**config.mk**
```make
export PLATFORM = sky130hd
export DESIGN_NAME = uart_rx_frame_ctrl_flat
export DESIGN_NICKNAME = d
export VERILOG_FILES = /design/src/rtl/uart_rx_pkg.sv /design/src/rtl/uart_rx_frame_ctrl_if.sv /design/src/rtl/edge_bit_counter.sv /design/src/rtl/uart_rx_frame_ctrl.sv /design/src/flat_wrapper.sv
export SDC_FILE = /design/constraint.sdc
export NUM_CORES = 1
export LEC_CHECK = 0
export ABC_CLOCK_PERIOD_IN_PS = 3000
export CORE_ASPECT_RATIO = 2
export CORE_MARGIN = 5
export CORE_UTILIZATION = 35
export CTS_CLUSTER_SIZE = 30
export DETAILED_ROUTE_END_ITERATION = 16
export REMOVE_ABC_BUFFERS = 1
export SLEW_MARGIN = 20
export SYNTH_ARGS = -nofsm -noshare
export SYNTH_HDL_FRONTEND = slang
export SYNTH_SLANG_ARGS = --single-unit
```
**constraint.sdc**
```tcl
create_clock -name Clk -period 3 [get_ports Clk]
set_clock_uncertainty 0.15 [all_clocks]
set_input_delay 0.75 -clock Clk [delete_from_list [all_inputs] [get_ports Clk]]
set_output_delay 0.75 -clock Clk [all_outputs]
set_load 0.01 [all_outputs]
```
**src/rtl/uart_rx_pkg.sv**
```systemverilog
// Shared types and constants for the UART receive frame controller:
// FSM state encoding, oversampling decision point and parity-type codes.
package uart_rx_pkg;

    typedef enum logic [2:0] {
        ST_IDLE   = 3'd0,
        ST_START  = 3'd1,
        ST_DATA   = 3'd2,
        ST_PARITY = 3'd3,
        ST_STOP   = 3'd4
    } rx_state_e;

    localparam int unsigned OVERSAMPLE    = 8;
    localparam logic [2:0]  DECISION_EDGE = 3'(OVERSAMPLE - 1);

    localparam logic PAR_EVEN = 1'b0;
    localparam logic PAR_ODD  = 1'b1;

endpackage

```
**src/rtl/uart_rx_frame_ctrl_if.sv**
```systemverilog
// Signal bundle between the RX line/sampler/consumer side (master) and the
// frame controller (slave).
interface uart_rx_frame_ctrl_if #(
    parameter int DATA_WIDTH = 8
);
    logic                  RX_IN;
    logic [3:0]            Prescale;
    logic                  PAR_EN;
    logic                  PAR_TYP;
    logic                  Sampled_bit;
    logic [2:0]            Edge_count;
    logic [DATA_WIDTH-1:0] P_DATA;
    logic                  Data_valid;
    logic                  Par_err;
    logic                  Stp_err;

    modport master (
        output RX_IN, Prescale, PAR_EN, PAR_TYP, Sampled_bit,
        input  Edge_count, P_DATA, Data_valid, Par_err, Stp_err
    );

    modport slave (
        input  RX_IN, Prescale, PAR_EN, PAR_TYP, Sampled_bit,
        output Edge_count, P_DATA, Data_valid, Par_err, Stp_err
    );

endinterface

```
**src/rtl/edge_bit_counter.sv**
```systemverilog
// Oversampling edge counter (wraps 7->0) and bit counter that advances on
// each edge-counter wrap; both hold while disabled and clear synchronously.
module edge_bit_counter
    import uart_rx_pkg::*;
(
    input  logic       clk,
    input  logic       rst_n,
    input  logic       en,
    input  logic       clr,
    output logic [2:0] edge_count,
    output logic [3:0] bit_count
);

    logic [2:0] edge_q, edge_d;
    logic [3:0] bit_q,  bit_d;

    always_comb begin
        // NOTE: every comb output gets a default first so no path can infer a latch.
        edge_d = edge_q;
        bit_d  = bit_q;
        if (clr) begin
            edge_d = '0;
            bit_d  = '0;
        end else if (en) begin
            edge_d = edge_q + 3'd1;
            if (edge_q == DECISION_EDGE) begin
                bit_d = bit_q + 4'd1;
            end
        end
    end

    // NOTE: state registers use non-blocking assignments so all flops update together.
    always_ff @(posedge clk or negedge rst_n) begin
        if (!rst_n) begin
            edge_q <= '0;
            bit_q  <= '0;
        end else begin
            edge_q <= edge_d;
            bit_q  <= bit_d;
        end
    end

    assign edge_count = edge_q;
    assign bit_count  = bit_q;

endmodule

```
**src/rtl/uart_rx_frame_ctrl.sv**
```systemverilog
// UART receive frame controller: start detection, LSB-first deserialization,
// optional parity and stop checks, one-cycle result strobes.
module uart_rx_frame_ctrl
    import uart_rx_pkg::*;
#(
    parameter int DATA_WIDTH = 8
) (
    input  logic                Clk,
    input  logic                Rst,
    uart_rx_frame_ctrl_if.slave rx_if
);

    rx_state_e             state_q, state_d;
    logic [DATA_WIDTH-1:0] shift_q, shift_d;
    logic [DATA_WIDTH-1:0] p_data_q, p_data_d;
    logic                  data_valid_q, data_valid_d;
    logic                  par_err_q, par_err_d;
    logic                  stp_err_q, stp_err_d;
    logic                  bad_q, bad_d;
    logic                  par_en_q, par_en_d;
    logic                  par_typ_q, par_typ_d;

    logic [2:0] edge_count;
    logic [3:0] bit_count;
    logic       cnt_en;
    logic       cnt_clr;
    logic       decision;
    logic       exp_parity;

    assign cnt_en     = (state_q != ST_IDLE);
    assign cnt_clr    = cnt_en && (state_d == ST_IDLE);
    assign decision   = (edge_count == 3'(rx_if.Prescale - 4'd1));
    assign exp_parity = (par_typ_q == PAR_EVEN) ? (^shift_q) : ~(^shift_q);

    edge_bit_counter u_edge_bit_counter (
        .clk        (Clk),
        .rst_n      (Rst),
        .en         (cnt_en),
        .clr        (cnt_clr),
        .edge_count (edge_count),
        .bit_count  (bit_count)
    );

    always_comb begin
        state_d      = state_q;
        shift_d      = shift_q;
        p_data_d     = p_data_q;
        data_valid_d = 1'b0;
        par_err_d    = 1'b0;
        stp_err_d    = 1'b0;
        bad_d        = bad_q;
        par_en_d     = par_en_q;
        par_typ_d    = par_typ_q;

        unique case (state_q)
            ST_IDLE: begin
                if (!rx_if.RX_IN) begin
                    state_d   = ST_START;
                    par_en_d  = rx_if.PAR_EN;
                    par_typ_d = rx_if.PAR_TYP;
                end
            end
            ST_START: begin
                if (decision) begin
                    state_d = rx_if.Sampled_bit ? ST_IDLE : ST_DATA;
                end
            end
            ST_DATA: begin
                if (decision) begin
                    // Shifting in at the MSB leaves the first bit received at bit 0.
                    shift_d = {rx_if.Sampled_bit, shift_q[DATA_WIDTH-1:1]};
                    if (bit_count == 4'(DATA_WIDTH)) begin
                        state_d = par_en_q ? ST_PARITY : ST_STOP;
                    end
                end
            end
            ST_PARITY: begin
                if (decision) begin
                    if (rx_if.Sampled_bit != exp_parity) begin
                        par_err_d = 1'b1;
                        bad_d     = 1'b1;
                    end
                    state_d = ST_STOP;
                end
            end
            ST_STOP: begin
                if (decision) begin
                    if (!rx_if.Sampled_bit) begin
                        stp_err_d = 1'b1;
                    end else if (!bad_q) begin
                        p_data_d     = shift_q;
                        data_valid_d = 1'b1;
                    end
                    bad_d   = 1'b0;
                    state_d = ST_IDLE;
                end
            end
            default: state_d = ST_IDLE;
        endcase
    end

    always_ff @(posedge Clk or negedge Rst) begin
        if (!Rst) begin
            state_q      <= ST_IDLE;
            // NOTE: the shift register is a plain register file, not a memory, so it is reset with everything else.
            shift_q      <= '0;
            p_data_q     <= '0;
            data_valid_q <= 1'b0;
            par_err_q    <= 1'b0;
            stp_err_q    <= 1'b0;
            bad_q        <= 1'b0;
            par_en_q     <= 1'b0;
            par_typ_q    <= 1'b0;
        end else begin
            state_q      <= state_d;
            shift_q      <= shift_d;
            p_data_q     <= p_data_d;
            data_valid_q <= data_valid_d;
            par_err_q    <= par_err_d;
            stp_err_q    <= stp_err_d;
            bad_q        <= bad_d;
            par_en_q     <= par_en_d;
            par_typ_q    <= par_typ_d;
        end
    end

    assign rx_if.Edge_count = edge_count;
    assign rx_if.P_DATA     = p_data_q;
    assign rx_if.Data_valid = data_valid_q;
    assign rx_if.Par_err    = par_err_q;
    assign rx_if.Stp_err    = stp_err_q;

endmodule

```
**src/flat_wrapper.sv**
```systemverilog
// flat-port wrapper written by rule: the top's interface ports become plain ports
module uart_rx_frame_ctrl_flat import uart_rx_pkg::*;
#(
    parameter int DATA_WIDTH = 8
)
  (Clk, Rst, rx_if_RX_IN, rx_if_Prescale, rx_if_PAR_EN, rx_if_PAR_TYP, rx_if_Sampled_bit, rx_if_Edge_count, rx_if_P_DATA, rx_if_Data_valid, rx_if_Par_err, rx_if_Stp_err);
  uart_rx_frame_ctrl_if #(.DATA_WIDTH(DATA_WIDTH)) rx_if_i ();
  input  logic Clk;
  input  logic Rst;
  input wire logic [$bits(rx_if_i.RX_IN)-1:0] rx_if_RX_IN;
  input wire logic [$bits(rx_if_i.Prescale)-1:0] rx_if_Prescale;
  input wire logic [$bits(rx_if_i.PAR_EN)-1:0] rx_if_PAR_EN;
  input wire logic [$bits(rx_if_i.PAR_TYP)-1:0] rx_if_PAR_TYP;
  input wire logic [$bits(rx_if_i.Sampled_bit)-1:0] rx_if_Sampled_bit;
  output wire logic [$bits(rx_if_i.Edge_count)-1:0] rx_if_Edge_count;
  output wire logic [$bits(rx_if_i.P_DATA)-1:0] rx_if_P_DATA;
  output wire logic [$bits(rx_if_i.Data_valid)-1:0] rx_if_Data_valid;
  output wire logic [$bits(rx_if_i.Par_err)-1:0] rx_if_Par_err;
  output wire logic [$bits(rx_if_i.Stp_err)-1:0] rx_if_Stp_err;
  assign rx_if_i.RX_IN = rx_if_RX_IN;
  assign rx_if_i.Prescale = rx_if_Prescale;
  assign rx_if_i.PAR_EN = rx_if_PAR_EN;
  assign rx_if_i.PAR_TYP = rx_if_PAR_TYP;
  assign rx_if_i.Sampled_bit = rx_if_Sampled_bit;
  assign rx_if_Edge_count = rx_if_i.Edge_count;
  assign rx_if_P_DATA = rx_if_i.P_DATA;
  assign rx_if_Data_valid = rx_if_i.Data_valid;
  assign rx_if_Par_err = rx_if_i.Par_err;
  assign rx_if_Stp_err = rx_if_i.Stp_err;
  uart_rx_frame_ctrl #(.DATA_WIDTH(DATA_WIDTH)) u_core (.Clk(Clk), .Rst(Rst), .rx_if(rx_if_i));
endmodule
```
**After elaboration in Yosys (flattened, before gate mapping)**

Index checks and enable logic that the tools add are counted.

- Register bits: 32
- Input bits: 10
- Word-level logic and storage cells: 70
- Output and inout port bits: 14

- $add $sub $neg: 3
- Eq/ne operators: 11
- Reductions and logical operators: 13
- Bitwise logic cells: 3
- Mux-type cells: 29

Operator list:

| operator | number |
|---|---|
| $mux W3 | 9 |
| $pmux W3 S5 | 1 |
| $mux W1 | 14 |
| $mux W4 | 3 |
| $reduce_and A4 Y1 | 2 |
| $reduce_xor A8 Y1 | 1 |
| $eq A3 B2 Y1 const B | 2 |
| $eq A3 B3 Y1 const B | 2 |
| $logic_not A3 Y1 | 2 |
| $ne A2 B1 Y1 const B | 3 |
| $reduce_and A2 Y1 | 3 |
| $reduce_bool A2 Y1 | 3 |
| $add A4 B1 Y4 const B | 1 |
| $eq A4 B4 Y1 const B | 1 |
| $add A3 B1 Y3 const B | 1 |
| $eq A3 B1 Y1 const B | 1 |
| $eq A3 B3 Y1 | 1 |
| $not A1 Y1 | 3 |
| $reduce_bool A3 Y1 | 1 |
| $sub A3 B1 Y3 const B | 1 |
| $mux W2 | 1 |
| $pmux W1 S2 | 1 |
| $logic_and A1 B1 Y1 | 1 |
| $ne A1 B1 Y1 | 1 |

**Logic depth before layout (Yosys ltp)**

Gate-level depths: netlist (run 1).

- Depth in word-level cells: 8
- Depth in mapped cells: 8
- Depth with buffers taken out: 7

**Cells and area by module**

A second synthesis (run 1) with hierarchy kept.

- Cells, all modules: 125
- Area, all modules: 1554.0 µm²

Modules (own cells, without submodules):

| module | instances | seq. area each (µm²) | cells an instance | area an instance (µm²) |
|---|---|---|---|---|
| uart_rx_frame_ctrl | 1 | 625.6 | 95 | 1213.7 |
| edge_bit_counter | 1 | 175.2 | 30 | 340.3 |

**Least setup slack after synthesis (run 1)**

OpenSTA, ideal clock, no wires.

- Path type: input port to flip-flop
- Start point: input rx_if_Prescale[0]
- End point: register u_core.p_data_q[0], in the netlist u_core.rx_if.P_DATA[0]
- Setup slack: 0.211 ns
- Library setup time: 0.125 ns
- Arrival: 2.515 ns
- Required time: 2.725 ns
- Buffers on the path: 1
- Stages: 7
- Cell sequence: inv_1 > ha_1 > xor3_1 > or3_1 > buf_6 > nor4b_4 > mux2_2

- Word-level cells in the longest chain between the ends: 3

Ends and longest elaborated chain:

| item | line | source |
|---|---|---|
| start, declared | flat_wrapper.sv:11 | `input wire logic [$bits(rx_if_i.Prescale)-1:0] rx_if_Prescale;` |
| $sub A3 B1 Y3 | uart_rx_frame_ctrl.sv:32 | `assign decision = (edge_count == 3'(rx_if.Prescale - 4'd1));` |
| $eq A3 B3 Y1 | uart_rx_frame_ctrl.sv:32 |  |
| $reduce_and A4 Y1 (no source line) | n/a |  |
| end signal, assigned | uart_rx_frame_ctrl.sv:117 | `p_data_q <= p_data_d;` |
| end, declared | uart_rx_frame_ctrl.sv:15 | `logic [DATA_WIDTH-1:0] p_data_q, p_data_d;` |

No other way between the ends.
A chain may end at the register's enable or synchronous reset.

**Worst setup path after layout (run 1)**

- Start point: input rx_if_Prescale[0]
- End point: register u_core.p_data_q[5], in the netlist u_core.rx_if.P_DATA[5]

Same word-level chain as after synthesis.

==> summary.md, run 1 <==
| Metric | Value |
|---|---|
| Starting density of the core | 0.357 |
| Slew margin rel. | 0.729 |
| Slew @ Worst Pin | 406 ps |
| Worst path cell trace | clkdlybuf4s50_1, inv_1, ha_1, xor3_1, or3_1, nor4b_4, buf_4, mux2_2 |
| Peak Freq | ~0.34 GHz |
| I/O Pins | 24 |
| Register area | 801 µm² |
| ANT nets after route | 0 |
| H-tree level count | 2 |
| Post-Syn Instances | 129 |
| Area of the multi-input gates | roughly 700 µm² |
| Final Hold Viols | 0 |
| CTS Hold Bufs | 0 |
| First drt pass iteration count | 4 |
| Avg Vias per Cell | 4.81 |
| Maximum VDD drop | approximately 0.37 mV |
| Mux cell area share after synthesis | 0.131 |
| RSZ-0062 raised after global routing | no |
| Post-route setup slack | approximately 84 ps |
| Share of layout cells above drive strength 1 | 0.202 |
| Setup Viol. Count Final | 0 |
| CP required | just over 3000 ps |
| Most common cell after layout, fill and taps aside | dfrtp_1 |
| Part of the power in the clock network | 0.270 |
| Net Sw Power | 0.475 mW |
| Post-synthesis simple-gate area fraction | 0.136 |
| Post-Synth Adder-Cell Area | 0.0407 |
| FF+latch count, synth | 32 |
| Most used DFF post-synth | dfrtp_1 |
| Setup TNS | 0 ps |
| Status | finished, final reports clean |
| Main combinational cell family by area after synthesis | simple AND/OR/NAND/NOR gates |
| Die Height | 104 µm |
| GRT Total Usage | 0.111 |
| XOR/XNOR Fraction of Synth Area | 0.0872 |
| Drt initial violations | 6 |
| Port-buffer cells | 22 |
| Grt total ovfl | 0 |
| Post-synth design cell area | roughly 1500 µm² |
| Tmin final | 2920 ps |
| Initial antenna violation count | 0 |
| Sink Count | 32 |
| Comb pwr share | 0.329 |
| Vias in the first global route | 1186 |
| Post-synthesis area per instance | ~12 µm² |
| Global-route wire length before repair | between 5000 and 6000 µm |
| Sequential cell area fraction in the yosys report | 0.522 |
| Vias | 1044 |
| Leak | about 0.9 nW |
| Clock tree from TritonCTS | done |
| CTS Buffer Depth | 2 |
| ANT cells | 0 |
| Fin nets | around 180 |
| Resized cells post-CTS | 0 |
| Final Cycle Share | 0.972 |
| Compound-Gate Fraction of Synth Area | 0.0587 |
| Crit path max-delay cell type | clkdlybuf4s50_1 |
| Final Max Tran Viols | 0 |
| Arr. time, crit path | 2930 ps |
| Internal Power | 1.01 mW |
| Chip width | 56.8 µm |
| Total Power | between 1 and 1.5 mW |
| Crit path kind | in2reg |
| Worst-Skew Late Latency | between 200 and 300 ps |
| Clock Pin Slew Worst Setup and Hold Paths | about 60 ps |
| Startpoint class of the critical path | input port |
| Filler cells | 409 |
| EDFF count, synth | 0 |
| DRT Wirelength | approximately 2900 µm |
| Crit path largest cell delay | approximately 480 ps |
| # rows | 34 |
| Largest net degree at the start of global routing | 33 |
| Sw Share | 0.320 |
| Count of cell types in the netlist | 31 |
| Drt drc | 0 |
| Most frequent cells in the layout | dfrtp_1 (32), clkdlybuf4s50_1 (22), mux2_2 (17) |
| Async S/R FF share, synth | 1.00 |
| Die area | 5890 µm² |
| Worst hold-check path type | reg2reg |
| Sequential share of power | 0.401 |
| CTS Buf Count | 5 |
| Number of max-cap violations | 0 |
| Synth warn | 0 |
| Core area | 4300 µm² |
| Placer Congestion | around 0.82 |
| CP Max Fanout | 9 |
| Syn-to-layout area delta | 28.0% |
| Root buffer cell | clkbuf_8 |
| Post-CTS setup buffers | 0 |
| Power Dens Cells | roughly 760 nW/µm² |
| Setup crit end kind | flip-flop |
| DP Worst Slack | -224 ps |
| HPWL after detailed placement | between 2000 and 2500 µm |
| Hold Slack | 359 ps |
| WL/cell | approximately 13 µm |
[path summary, 6_finish.rpt]
kind / startpoint / end / slack (ps) / cells after the start
max: rx_if_Prescale[0] / u_core.rx_if.P_DATA[5] / 80 / 8
min: u_core.rx_if.P_DATA[1] / u_core.rx_if.P_DATA[1] / 360 / 1
max reg2reg: u_core.u_edge_bit_counter.edge_count[2] / u_core.rx_if.P_DATA[5] / 630 / 5
min reg2reg: u_core.rx_if.P_DATA[1] / u_core.rx_if.P_DATA[1] / 360 / 1
max in group asynchronous: Rst / u_core.rx_if.P_DATA[2] / 1680 / 2
min in group asynchronous: Rst / u_core.u_edge_bit_counter.bit_count[0] / 720 / 2
[flip-flops by register name, summed over array words and instances (netlist names)]
name,flops
u_core.bad_q,1
u_core.par_en_q,1
u_core.par_typ_q,1
u_core.rx_if.Data_valid,1
u_core.rx_if.P_DATA,8
u_core.rx_if.Par_err,1
u_core.rx_if.Stp_err,1
u_core.shift_q,8
u_core.state_q,3
u_core.u_edge_bit_counter.bit_count,4
u_core.u_edge_bit_counter.edge_count,3
[per-layer routing]
metal,GRT usage,part of all wire
met5,0,0
met4,0.0630,0.019
met3,0.0311,0.038
met2,0.190,0.55
met1,0.118,0.40
[final cells by class]
class                      instances  area share
tap                               54      0.0344
multi-input combinational         89       0.355
sequential                        32       0.408
clock inverter                     2      0.0178
timing repair buffer              29       0.139
clock buffer                       6      0.0369
inverter                           5     0.00955
[logic make-up after synthesis]
group,count (synthesis)
buffers and inverters,8
XOR/XNOR,12
adder cells (fa/ha/maj),5
multiplexers,18
AO/OA/AOI/OAI,16
AND/OR/NAND/NOR,38
flip-flops,32
[worst max-delay path, delay by kind of cell]
kind                       cells  cell delay (ps)
muxes                          1              350
adders and majority gates      1              190
xor gates and xnor gates       1              190
and+or+nand+nor                2              710
buffers and inverters          3              750
[cells in the mapped netlist (all sizes together), types with 2 or more instances]
library cell | n | area [µm²]
o21ai | 9 | 45.0
nand2 | 8 | 30.0
xnor2 | 9 | 78.8
or3 | 2 | 12.5
mux2 | 17 | 191
ha | 5 | 62.6
a21oi | 2 | 10.0
dfrtp | 32 | 801
nor3 | 6 | 35.0
clkbuf | 2 | 7.51
inv | 5 | 18.8
nand3 | 3 | 15.0
nor2 | 9 | 33.8
nor2b | 2 | 12.5
nand2b | 3 | 18.8
[power groups by stage]
stage               sequential (mW)  clock [mW]  combinational, mW
finish                        0.597       0.401              0.489
global route                  0.611       0.439              0.550
floorplan                     0.592           0              0.327
global placement              0.601           0              0.486
CTS                           0.598       0.418              0.498
detailed placement            0.606           0              0.494
[stage by stage]
step                      instances  utilization  area [µm²]
final                           217        0.457        1960
after detailed placement        209        0.432        1860
after global placement          209        0.432        1860
after global routing            217        0.457        1960
after CTS                       217        0.457        1960
after floorplan                 126            -        1520
No activity file was read; power rests on OpenSTA's default activity.
==> inputs of run 2 (changes only) <==
- ABC_CLOCK_PERIOD_IN_PS: 3000 -> not set
- CAP_MARGIN: not set -> 10
==> results of run 2 <==
No change in the layout: final DEF, timing and power equal those of run 1.
==> inputs of run 3 (changes only) <==
- HOLD_SLACK_MARGIN: not set -> 0.1
==> results of run 3 <==
No change in the layout: final DEF, timing and power equal those of run 1.
